--- src/rtl/mem_reverse_ctrl.sv ---
// Reversal sequencer for the memory swapper: walks [lo,hi] inward issuing
// one swap per SWAP_LAT+1 cycles and locks out host writes while it owns
// the register file.
module mem_reverse_ctrl #(
  parameter int unsigned N        = 8,
  parameter int unsigned SWAP_LAT = 4
) (
  input  logic         clk,
  input  logic         reset,
  input  logic         start,
  input  logic [N-1:0] lo,
  input  logic [N-1:0] hi,
  input  logic         host_we,
  output logic         host_we_o,
  output logic         swap_o,
  output logic [N-1:0] addr_a,
  output logic [N-1:0] addr_b,
  output logic         busy,
  output logic         done,
  output logic         err,
  output logic [N-1:0] swap_cnt
);

  localparam int unsigned CW = (SWAP_LAT > 1) ? $clog2(SWAP_LAT) : 1;

  typedef enum logic [1:0] {
    IDLE  = 2'd0,
    ISSUE = 2'd1,
    WAIT  = 2'd2,
    DONE  = 2'd3
  } state_e;

  state_e         state_q, state_d;
  logic [CW-1:0]  cnt_q, cnt_d;
  logic [N-1:0]   addr_a_q, addr_a_d;
  logic [N-1:0]   addr_b_q, addr_b_d;
  logic [N-1:0]   swap_cnt_q, swap_cnt_d;
  logic           swap_o_q, swap_o_d;
  logic           busy_q, busy_d;
  logic           done_q, done_d;
  logic           err_q, err_d;

  // Next-state logic; outputs are derived from the next state so they line up with it once registered.
  always_comb begin
    state_d    = state_q;
    cnt_d      = cnt_q;
    addr_a_d   = addr_a_q;
    addr_b_d   = addr_b_q;
    swap_cnt_d = swap_cnt_q;
    err_d      = 1'b0;

    case (state_q)
      IDLE: begin
        if (start) begin
          if ((lo == '0) || (lo > hi)) begin
            err_d = 1'b1;
          end else if (lo == hi) begin
            state_d    = DONE;
            swap_cnt_d = '0;
          end else begin
            state_d    = ISSUE;
            addr_a_d   = lo;
            addr_b_d   = hi;
            // Cleared, then counted for the swap issued on entry to ISSUE.
            swap_cnt_d = N'(1);
          end
        end
      end
      ISSUE: begin
        state_d = WAIT;
        cnt_d   = CW'(SWAP_LAT - 1);
      end
      WAIT: begin
        if (cnt_q == '0) begin
          // a < b always holds here, so a+1 and b-1 cannot wrap.
          if ((addr_a_q + N'(1)) < (addr_b_q - N'(1))) begin
            state_d    = ISSUE;
            addr_a_d   = addr_a_q + N'(1);
            addr_b_d   = addr_b_q - N'(1);
            swap_cnt_d = swap_cnt_q + N'(1);
          end else begin
            // Addresses keep the last swapped pair.
            state_d = DONE;
          end
        end else begin
          cnt_d = cnt_q - CW'(1);
        end
      end
      DONE: begin
        state_d = IDLE;
      end
      default: begin
        state_d = IDLE;
      end
    endcase

    swap_o_d = (state_d == ISSUE);
    busy_d   = (state_d != IDLE);
    done_d   = (state_d == DONE);
  end

  // State and output registers with synchronous reset.
  always_ff @(posedge clk) begin
    if (reset) begin
      state_q    <= IDLE;
      cnt_q      <= '0;
      addr_a_q   <= '0;
      addr_b_q   <= '0;
      swap_cnt_q <= '0;
      swap_o_q   <= 1'b0;
      busy_q     <= 1'b0;
      done_q     <= 1'b0;
      err_q      <= 1'b0;
    end else begin
      state_q    <= state_d;
      cnt_q      <= cnt_d;
      addr_a_q   <= addr_a_d;
      addr_b_q   <= addr_b_d;
      swap_cnt_q <= swap_cnt_d;
      swap_o_q   <= swap_o_d;
      busy_q     <= busy_d;
      done_q     <= done_d;
      err_q      <= err_d;
    end
  end

  // Host writes are dropped while the sequencer owns the register file.
  assign host_we_o = host_we & ~busy_q;

  assign swap_o   = swap_o_q;
  assign addr_a   = addr_a_q;
  assign addr_b   = addr_b_q;
  assign busy     = busy_q;
  assign done     = done_q;
  assign err      = err_q;
  assign swap_cnt = swap_cnt_q;

endmodule

--- config.mk ---
export PLATFORM = sky130hd
export DESIGN_NAME = mem_reverse_ctrl
export DESIGN_NICKNAME = d
export VERILOG_FILES = /design/src/rtl/mem_reverse_ctrl.sv
export SDC_FILE = /design/constraint.sdc
export NUM_CORES = 1
export LEC_CHECK = 0
export CORE_MARGIN = 3
export CORE_UTILIZATION = 54
export DETAILED_ROUTE_END_ITERATION = 12
export PLACE_DENSITY_LB_ADDON = 0.15
export RECOVER_POWER = 100
export SKIP_LAST_GASP = 1
export SYNTH_ARGS = -nofsm -noshare
export SYNTH_HDL_FRONTEND = slang
export SYNTH_SLANG_ARGS = --single-unit
--- constraint.sdc ---
create_clock -name clk -period 4.1 [get_ports clk]
set_clock_uncertainty 0.15 [all_clocks]
set_input_delay 0.82 -clock clk [delete_from_list [all_inputs] [get_ports clk]]
set_output_delay 0.82 -clock clk [all_outputs]
set_load 0.02 [all_outputs]
### Word-level counts from Yosys, hierarchy flattened

Index checks and enable logic that the tools add are counted.

* magnitude comparators: 2
* equality and inequality tests: 12
* add/subtract/negate cells: 4
* reductions and logical operators: 11
* bitwise gates (word level): 4
* muxes and demuxes: 27

Operators by type and width (count)
* $mux W8: 14
* $pmux W8 S2: 3
* $add A8 B1 Y8 const B: 2
* $mux W2: 6
* $ne A2 B2 Y1 const B: 6
* $eq A8 B8 Y1: 1
* $gt A8 B8 Y1: 1
* $logic_not A8 Y1: 1
* $lt A8 B8 Y1: 1
* $pmux W2 S4: 1
* $sub A8 B1 Y8 const B: 1
* $eq A2 B2 Y1 const B: 3
* $reduce_and A6 Y1: 1
* $reduce_bool A2 Y1: 3
* $reduce_and A5 Y1: 1
* $eq A2 B1 Y1 const B: 2
* $logic_not A2 Y1: 2
* $pmux W2 S2: 1
* $not A1 Y1: 3
* $reduce_or A3 Y1: 1
* $mux W1: 2
* $reduce_and A2 Y1: 1
* $sub A2 B1 Y2 const B: 1
* $and A1 B1 Y1: 1
* $logic_or A1 B1 Y1: 1

* bits in registers: 32
* input bits: 20
* output and inout bits: 29

### Longest topological paths before layout

Gate-level depths: netlist of run 1.

* depth after elaboration: 6
* gate-level depth with buffers: 13

### Worst setup path after synthesis of run 1

No wires, ideal clock.

* path type: flip-flop to flip-flop
* start: reg addr_b_q[0] (netlist: addr_b[0])
* end: reg addr_a_q[0] (netlist: addr_a[0])
* clock period less this slack: 2.884 ns
* stages on the path, launching flop included: 12
* path slack: 1.216 ns
* library setup time: 0.091 ns
* arrival time: 2.643 ns
* required time: 3.859 ns
* cell sequence: dfxtp_1 -> nor3_1 -> nand2_1 -> nor3_1 -> xnor2_1 -> ha_1 -> nand4_1 -> o31a_2 -> a32o_2 -> buf_6 -> buf_4 -> a311oi_1

* word-level cells in the longest chain between the ends: 4

RTL lines
* from (decl): line 36 `logic [N-1:0] addr_b_q, addr_b_d;`
* from (signal assigned): line 118 `addr_b_q <= addr_b_d;`
* $sub A8 B1 Y8: line 76 `if ((addr_a_q + N'(1)) < (addr_b_q - N'(1))) begin`
* $lt A8 B8 Y1: line 76
* $ne A2 B2 Y1 (no line)
* $reduce_and A6 Y1 (no line)
* to (signal assigned): line 117 `addr_a_q <= addr_a_d;`
* to (decl): line 35 `logic [N-1:0] addr_a_q, addr_a_d;`

Every way passes these cells.
A chain may end at the register's enable or synchronous reset.

### Worst setup path after layout of run 1

* start: reg addr_a_q[0] (netlist: addr_a[0])
* end: reg addr_b_q[0] (netlist: addr_b[0])

* word-level cells in the longest chain between the ends: 4

RTL lines (line)
* $add A8 B1 Y8: 76
* $lt A8 B8 Y1: 76
* $ne A2 B2 Y1 (no line)
* $reduce_and A6 Y1 (no line)

Every way passes these cells.

==> results.sh, run 1 <==
export IMPL_status="finished clean"
export IMPL_gp_congestion=0.885
export IMPL_synth_adder_area_share_pct=11.1
export IMPL_fin_crit_sh_pct=84.1
export IMPL_final_net_count=351
export IMPL_syn_inst=265
export IMPL_yosys_register_bits=32
export IMPL_cts_root_buf="clkbuf_8"
export IMPL_synth_top_family_by_area="compound AO/OA/AOI/OAI gates"
export IMPL_critPathRequiredTime_ns=4.14
export IMPL_initial_core_util_pct=57.2
export IMPL_ys_types=46
export IMPL_slew_viol_final=0
export IMPL_rrSetupSlack_ns=0.65
export IMPL_fmax_ghz=0.290
export IMPL_cts_made_buffers=5
export IMPL_num_vias=2012
export IMPL_grt_pass1_vias=1831
export IMPL_syn_area_um2=2140
export IMPL_hold_depth=2
export IMPL_synth_compound_area_share_pct=20.2
export IMPL_antenna_found_initial=0
export IMPL_seq_area_um2=641
export IMPL_grt_pass1_wl_mm=8.56
export IMPL_wl_per_cell_um=14.2
export IMPL_hold_end="swap_cnt[7]"
export IMPL_rr_worst_depth=11
export IMPL_maxCapViolations=0
export IMPL_vias_per_cell=5.57
export IMPL_crit_arrival_ns=3.49
export IMPL_cts_num_sinks=32
export IMPL_power_internal_w=0.000695
export IMPL_dp_hpwl_mm=3.78
export IMPL_ys_flop_type="dfxtp_1"
export IMPL_seqPwrFrac_pct=34.7
export IMPL_ant_nets=0
export IMPL_path_class="flop to flop"
export IMPL_die_w_um=69.0
export IMPL_hold_path_class="flop to flop"
export IMPL_grt_overflow_total=0
export IMPL_port_buffers=48
export IMPL_peakVddDrop_mv=0.244
export IMPL_slowest_stage="a32o_2"
export IMPL_drive_gt1_share_pct=5.11
export IMPL_syn2layout_area_growth_pct=26.9
export IMPL_combPwrFrac_pct=42.5
export IMPL_die_area_um2=4760
export IMPL_synth_nets=304
export IMPL_yosys_area_share_simple_pct=19.5
export IMPL_power_leakage_nw=1.18
export IMPL_crit_chain="and3_1 -> nand3_1 -> nor2_1 -> xor2_1 -> ha_1 -> nand2_1 -> o2111a_1 -> o31a_2 -> a32o_2 -> o21ai_0 -> a221oi_2"
export IMPL_startpoint="addr_a[0]"
export IMPL_min_from="swap_cnt[7]"
export IMPL_drtIter0Drc=129
export IMPL_cts_tree="done"
export IMPL_hold_buffers=0
export IMPL_clkLatencyLatePin_ns=0.29
export IMPL_path_clk_slew_ns=0.07
export IMPL_switchingPower_w=0.000421
export IMPL_grt_max_degree=33
export IMPL_r2r_end="addr_b[0]"
export IMPL_drcViolationCount=0
export IMPL_async_flop_share_pct=0
export IMPL_multi_input_area_um2=1330
export IMPL_ctsResizeCount=0
export IMPL_yosys_warnings=0
export IMPL_dp_slack_ns=0.682
export IMPL_period_needed_ns=3.45
export IMPL_max_clock_path_buffers=2
export IMPL_cts_setup_buffers=0
export IMPL_dr_pass1_iters=4
export IMPL_ys_seq_area_share_pct=29.9
export IMPL_tightest_slew_ns=1.44
export IMPL_synth_area_mux_share_pct=6.66
export IMPL_drt_wl_total_mm=5.14
export IMPL_rr_startpoint="addr_a[0]"
export IMPL_hold_viol=0
export IMPL_syn_avg_cell_area_um2=8.08
export IMPL_rsz0062_at_grt="no"
export IMPL_nFillCells=308
export IMPL_coreArea_um2=3740
export IMPL_die_h_um=69.0
export IMPL_finalWorstSetupSlack_ns=0.653
export IMPL_synth_edff_count=0
export IMPL_synth_xor_area_share_pct=4.91
export IMPL_n_antenna_cell=0
export IMPL_tns_ns=0
export IMPL_crit_path_start_kind="flop"
export IMPL_slowest_delay_ns=0.57
export IMPL_num_rows=22
export IMPL_io_pins=49
export IMPL_setup_viol=0
export IMPL_htreeDepth=2
export IMPL_endpoint_kind="flop"
export IMPL_sw_frac_of_total_pct=37.7
export IMPL_grt_util_all_layers_pct=24.3
export IMPL_slew_headroom_pct=4.00
export IMPL_p_per_area_nw_per_um2=411
export IMPL_cp_max_fo=25
export IMPL_clock_power_share_pct=22.8
[power by group through the flow]
stage / Clock, W / Sequential [W] / Combinational [W]
after floorplan: 0 / 0.000423 / 0.000318
final: 0.000255 / 0.000387 / 0.000474
after CTS: 0.000258 / 0.000388 / 0.000489
after global routing: 0.000274 / 0.000394 / 0.000530
after global placement: 0 / 0.000393 / 0.000478
after detailed placement: 0 / 0.000394 / 0.000483
[synth_stat cells (4+ instances only)]
cell | n | area [µm²]
ha_1 | 19 | 238
or3_1 | 4 | 25.0
dfxtp_1 | 32 | 641
o21ai_0 | 13 | 65.1
o31a_1 | 6 | 52.6
xor2_1 | 5 | 43.8
mux2i_1 | 12 | 120
nor3_1 | 6 | 30.0
a21oi_1 | 14 | 70.1
nand2_1 | 27 | 101
clkbuf_1 | 5 | 18.8
xnor2_1 | 7 | 61.3
nand3_1 | 16 | 80.1
nand2b_1 | 4 | 25.0
nor2b_1 | 6 | 37.5
nor2_1 | 21 | 78.8
a211oi_1 | 4 | 30.0
inv_1 | 27 | 101
[critical path, delay by kind of cell, from the launching register on]
kind                       cells  cell delay [ns]
and+or+nand+nor                4             0.71
DFF                            1             0.45
adders and majority gates      1             0.29
AOI/OAI and AO/OA              5             1.51
xor gates and xnor gates       1             0.24
[metrics by stage]
stage / utilization (%) / total power, W / std cells / hold slack (ns) / area, µm²
after floorplan: - / 0.000741 / 265 / 0.326 / 2140
after global placement: 70.3 / 0.000871 / 353 / 0.349 / 2630
after detailed placement: 70.3 / 0.000878 / 353 / 0.357 / 2630
after CTS: 72.8 / 0.00113 / 361 / 0.366 / 2720
after global routing: 72.6 / 0.00120 / 361 / 0.398 / 2720
final: 72.6 / 0.00112 / 361 / 0.368 / 2720
[layer usage]
layer  track usage (%)  routed length [µm]  vias to the layer above
met3              6.97                 378                        9
met1              33.5                2450                      903
met4              9.25                  94                        0
li1                  -                   -                     1030
met5                 0                   0                        -
met2              35.6                2210                       70
[how the worst max path moves through the flow]
stage,end,slack (ns),cells after the start
final,addr_b[0],0.65,11
after global routing,swap_cnt[5],0.40,6
after CTS,addr_b[0],0.81,11
after detailed placement,addr_b[5],0.68,8
after global placement,addr_b[5],0.67,8
after floorplan,addr_a[0],1.22,11
[logic make-up (layout without fill, tap and decap cells)]
family	count (synthesis)	count (layout)
AOI/OAI and AO/OA	61	61
xor gates and xnor gates	12	12
adders and majority gates	19	19
buffers and inverters	37	85
DFF	32	32
muxes	14	14
and+or+nand+nor	90	90
[final cells by class]
type                    count  share of cell area, %
clock buffers               6                   3.04
clock inverters             2                  0.368
multi-input cells         196                   49.0
well taps                  48                   2.21
repair buffers             50                   18.1
flip-flops and latches     32                   23.6
inverters                  27                   3.73
[state kept, by name, indices dropped and copies added, names as in the netlist]
name,cells
addr_a,8
addr_b,8
busy,1
cnt_q,2
done,1
err,1
state_q,2
swap_cnt,8
swap_o,1
[layout by cell type, fill, tap and decap left out, types with 2 or more instances in the layout]
cell type and n:
clkinv_2 2, xnor2_1 7, a211oi_1 4, clkbuf_8 6, inv_1 27, nand2_1 27
a221oi_1 2, nor4_1 2, ha_1 19, nor3_1 6, or3_1 4, nand3_1 16
dfxtp_1 32, nand2b_1 4, nand4_1 2, nor2b_1 6, xor2_1 5, o21ai_0 15
a21oi_1 14, nor2_1 21, a21boi_0 2, mux2_2 2, dlygate4sd3_1 31, mux2i_1 12
o31ai_1 2, clkdlybuf4s50_1 17, a311oi_1 2, o21a_1 2, o31a_1 6
Note: power is estimated with default switching activity, not from simulation.
==> run 2, diff against run 1 <==
CORE_UTILIZATION = 45   (was 54)
clock period = 3 ns   (was 4.1 ns; I/O delays follow)
==> run 2 against run 1 <==
  * Sequential power grew 34%
  * Flip-flop and latch count unchanged
  * Count of clock-buffer cells in the layout unchanged
  * Worst hold slack lost 0.011 ns
  * Sequential share of layout area fell by 1.7 points
  * Critical endpoint is now addr_a[5]
  * Setup slack worse by 0.46 ns
  * Via count grew 3.7%
  * Critical path depth rose by 1
  * Non-clock buffer count increased by 18
  * Critical path type unchanged
  * First-iteration DRC count is 16% higher
==> results.sh, run 2 (same netlist as run 1, synthesis figures left out) <==
export IMPL_grt_pass1_wl_mm=8.93
export IMPL_clkLatencyLatePin_ns=0.29
export IMPL_drcViolationCount=0
export IMPL_power_leakage_nw=1.28
export IMPL_final_net_count=369
export IMPL_port_buffers=48
export IMPL_period_needed_ns=2.80
export IMPL_crit_arrival_ns=2.86
export IMPL_crit_path_start_kind="flop"
export IMPL_grt_pass1_vias=1997
export IMPL_io_pins=49
export IMPL_cts_root_buf="clkbuf_8"
export IMPL_final_common_cell="dfxtp_1"
export IMPL_hold_path_class="flop to flop"
export IMPL_cts_tree="done"
export IMPL_whs_ns=0.357
export IMPL_peakVddDrop_mv=0.278
export IMPL_coreArea_um2=4470
export IMPL_tightest_slew_ns=0.550
export IMPL_drtIter0Drc=150
export IMPL_initial_core_util_pct=47.8
export IMPL_grt_util_all_layers_pct=20.9
export IMPL_gp_congestion=0.882
export IMPL_final_cell_mix="32 x dfxtp_1, 30 x dlygate4sd3_1, 27 x inv_1"
export IMPL_p_per_area_nw_per_um2=575
export IMPL_drt_wl_total_mm=5.35
export IMPL_setup_viol=0
export IMPL_antenna_found_initial=0
export IMPL_grt_overflow_total=0
export IMPL_rsz0062_at_grt="no"
export IMPL_path_class="flop to flop"
export IMPL_maxCapViolations=0
export IMPL_fin_crit_sh_pct=93.4
export IMPL_vias_per_cell=5.45
export IMPL_htreeDepth=2
export IMPL_max_clock_path_buffers=2
export IMPL_die_h_um=75.0
export IMPL_drive_gt1_share_pct=11.5
export IMPL_slew_headroom_pct=63.0
export IMPL_num_vias=2087
export IMPL_grt_max_degree=32
export IMPL_status="finished clean"
export IMPL_cp_max_fo=15
export IMPL_dr_pass1_iters=4
export IMPL_dp_hpwl_mm=4.12
export IMPL_syn2layout_area_growth_pct=36.6
export IMPL_die_w_um=75.0
export IMPL_ant_nets=0
export IMPL_critPathRequiredTime_ns=3.05
export IMPL_p_total_w=0.00168
export IMPL_hold_viol=0
export IMPL_num_rows=24
export IMPL_die_area_um2=5620
export IMPL_cts_num_sinks=32
export IMPL_hold_buffers=0
export IMPL_endpoint_kind="flop"
export IMPL_cts_setup_buffers=0
export IMPL_cts_made_buffers=5
export IMPL_n_antenna_cell=0
export IMPL_fmax_ghz=0.357
export IMPL_wl_per_cell_um=14.0
export IMPL_path_clk_slew_ns=0.07
export IMPL_slew_viol_final=0
run 2: cell types whose count changed in the layout (fill, tap and decap cells not counted), moves of 2 or more:
cell / previous run / this run
nor3_1: 6 / 3
buf_12: 0 / 2
o21ai_0: 15 / 12
o21ai_1: 0 / 2
buf_4: 1 / 17
nor3_2: 0 / 3
run 2: layer usage:
| metal | GRT usage, % | routed length, µm | share of wire, % |
|---|---|---|---|
| met1 | 27.9 | 2540 | 47 |
| met2 | 32.8 | 2510 | 47 |
| met3 | 5.47 | 247 | 4.6 |
| met4 | 6.92 | 55 | 1.0 |
| met5 | 0 | 0 | 0 |
run 2: report_power, final:
group / switching, W / internal [W]
clock: 0.000166 / 0.000246
sequential: 0.0000454 / 0.000475
combinational: 0.000391 / 0.000359
total: 0.000602 / 0.00108
run 2: cell type report:
cell class / count / area [µm²]
clock buffers: 6 / 72.6
clock inverters: 2 / 35.0
fillers: 425 / 1550
inverters: 27 / 101
multi-input cells: 196 / 1360
flip-flops and latches: 32 / 641
well taps: 52 / 65.1
repair buffers: 68 / 652
run 2: metrics by stage:
step                      cells  worst slack, ns  cell area (µm²)  util, %  TNS, ns
final                       383            0.197             2920     65.4        0
after CTS                   383           0.0738             2900     64.9        0
after floorplan             265            0.116             2140        -        0
after global routing        383          0.00925             2920     65.4        0
after detailed placement    375          -0.0474             2800     62.5   -0.125
after global placement      375           0.0683             2800     62.5        0
run 2: critical path, stage by stage, from the launching register on:
cell and delay (ns):
dfxtp_1 0.33, nor3_2 0.21, buf_4 0.16, nand2_2 0.07, nor3_2 0.14, xnor2_1 0.11, ha_1 0.32, nand4_1 0.11
o31a_2 0.37, a32o_2 0.27, buf_12 0.16, a21boi_0 0.12, o31ai_1 0.19
run 2: path summary, 6_finish.rpt:
| check | startpoint | cells past startpoint | end | slack, ns |
|---|---|---|---|---|
| setup / recovery | addr_b[0] | 12 | addr_a[5] | 0.20 |
| setup reg to reg | addr_b[0] | 12 | addr_a[5] | 0.20 |
| hold reg to reg | cnt_q[1] | 2 | cnt_q[1] | 0.36 |
| hold / removal | cnt_q[1] | 2 | cnt_q[1] | 0.36 |
run 2: repair_timing:
action	in CTS	in global routing
gates resized for setup	0	8
endpoints found under the setup margin	0	24
endpoints found under the hold margin	0	0
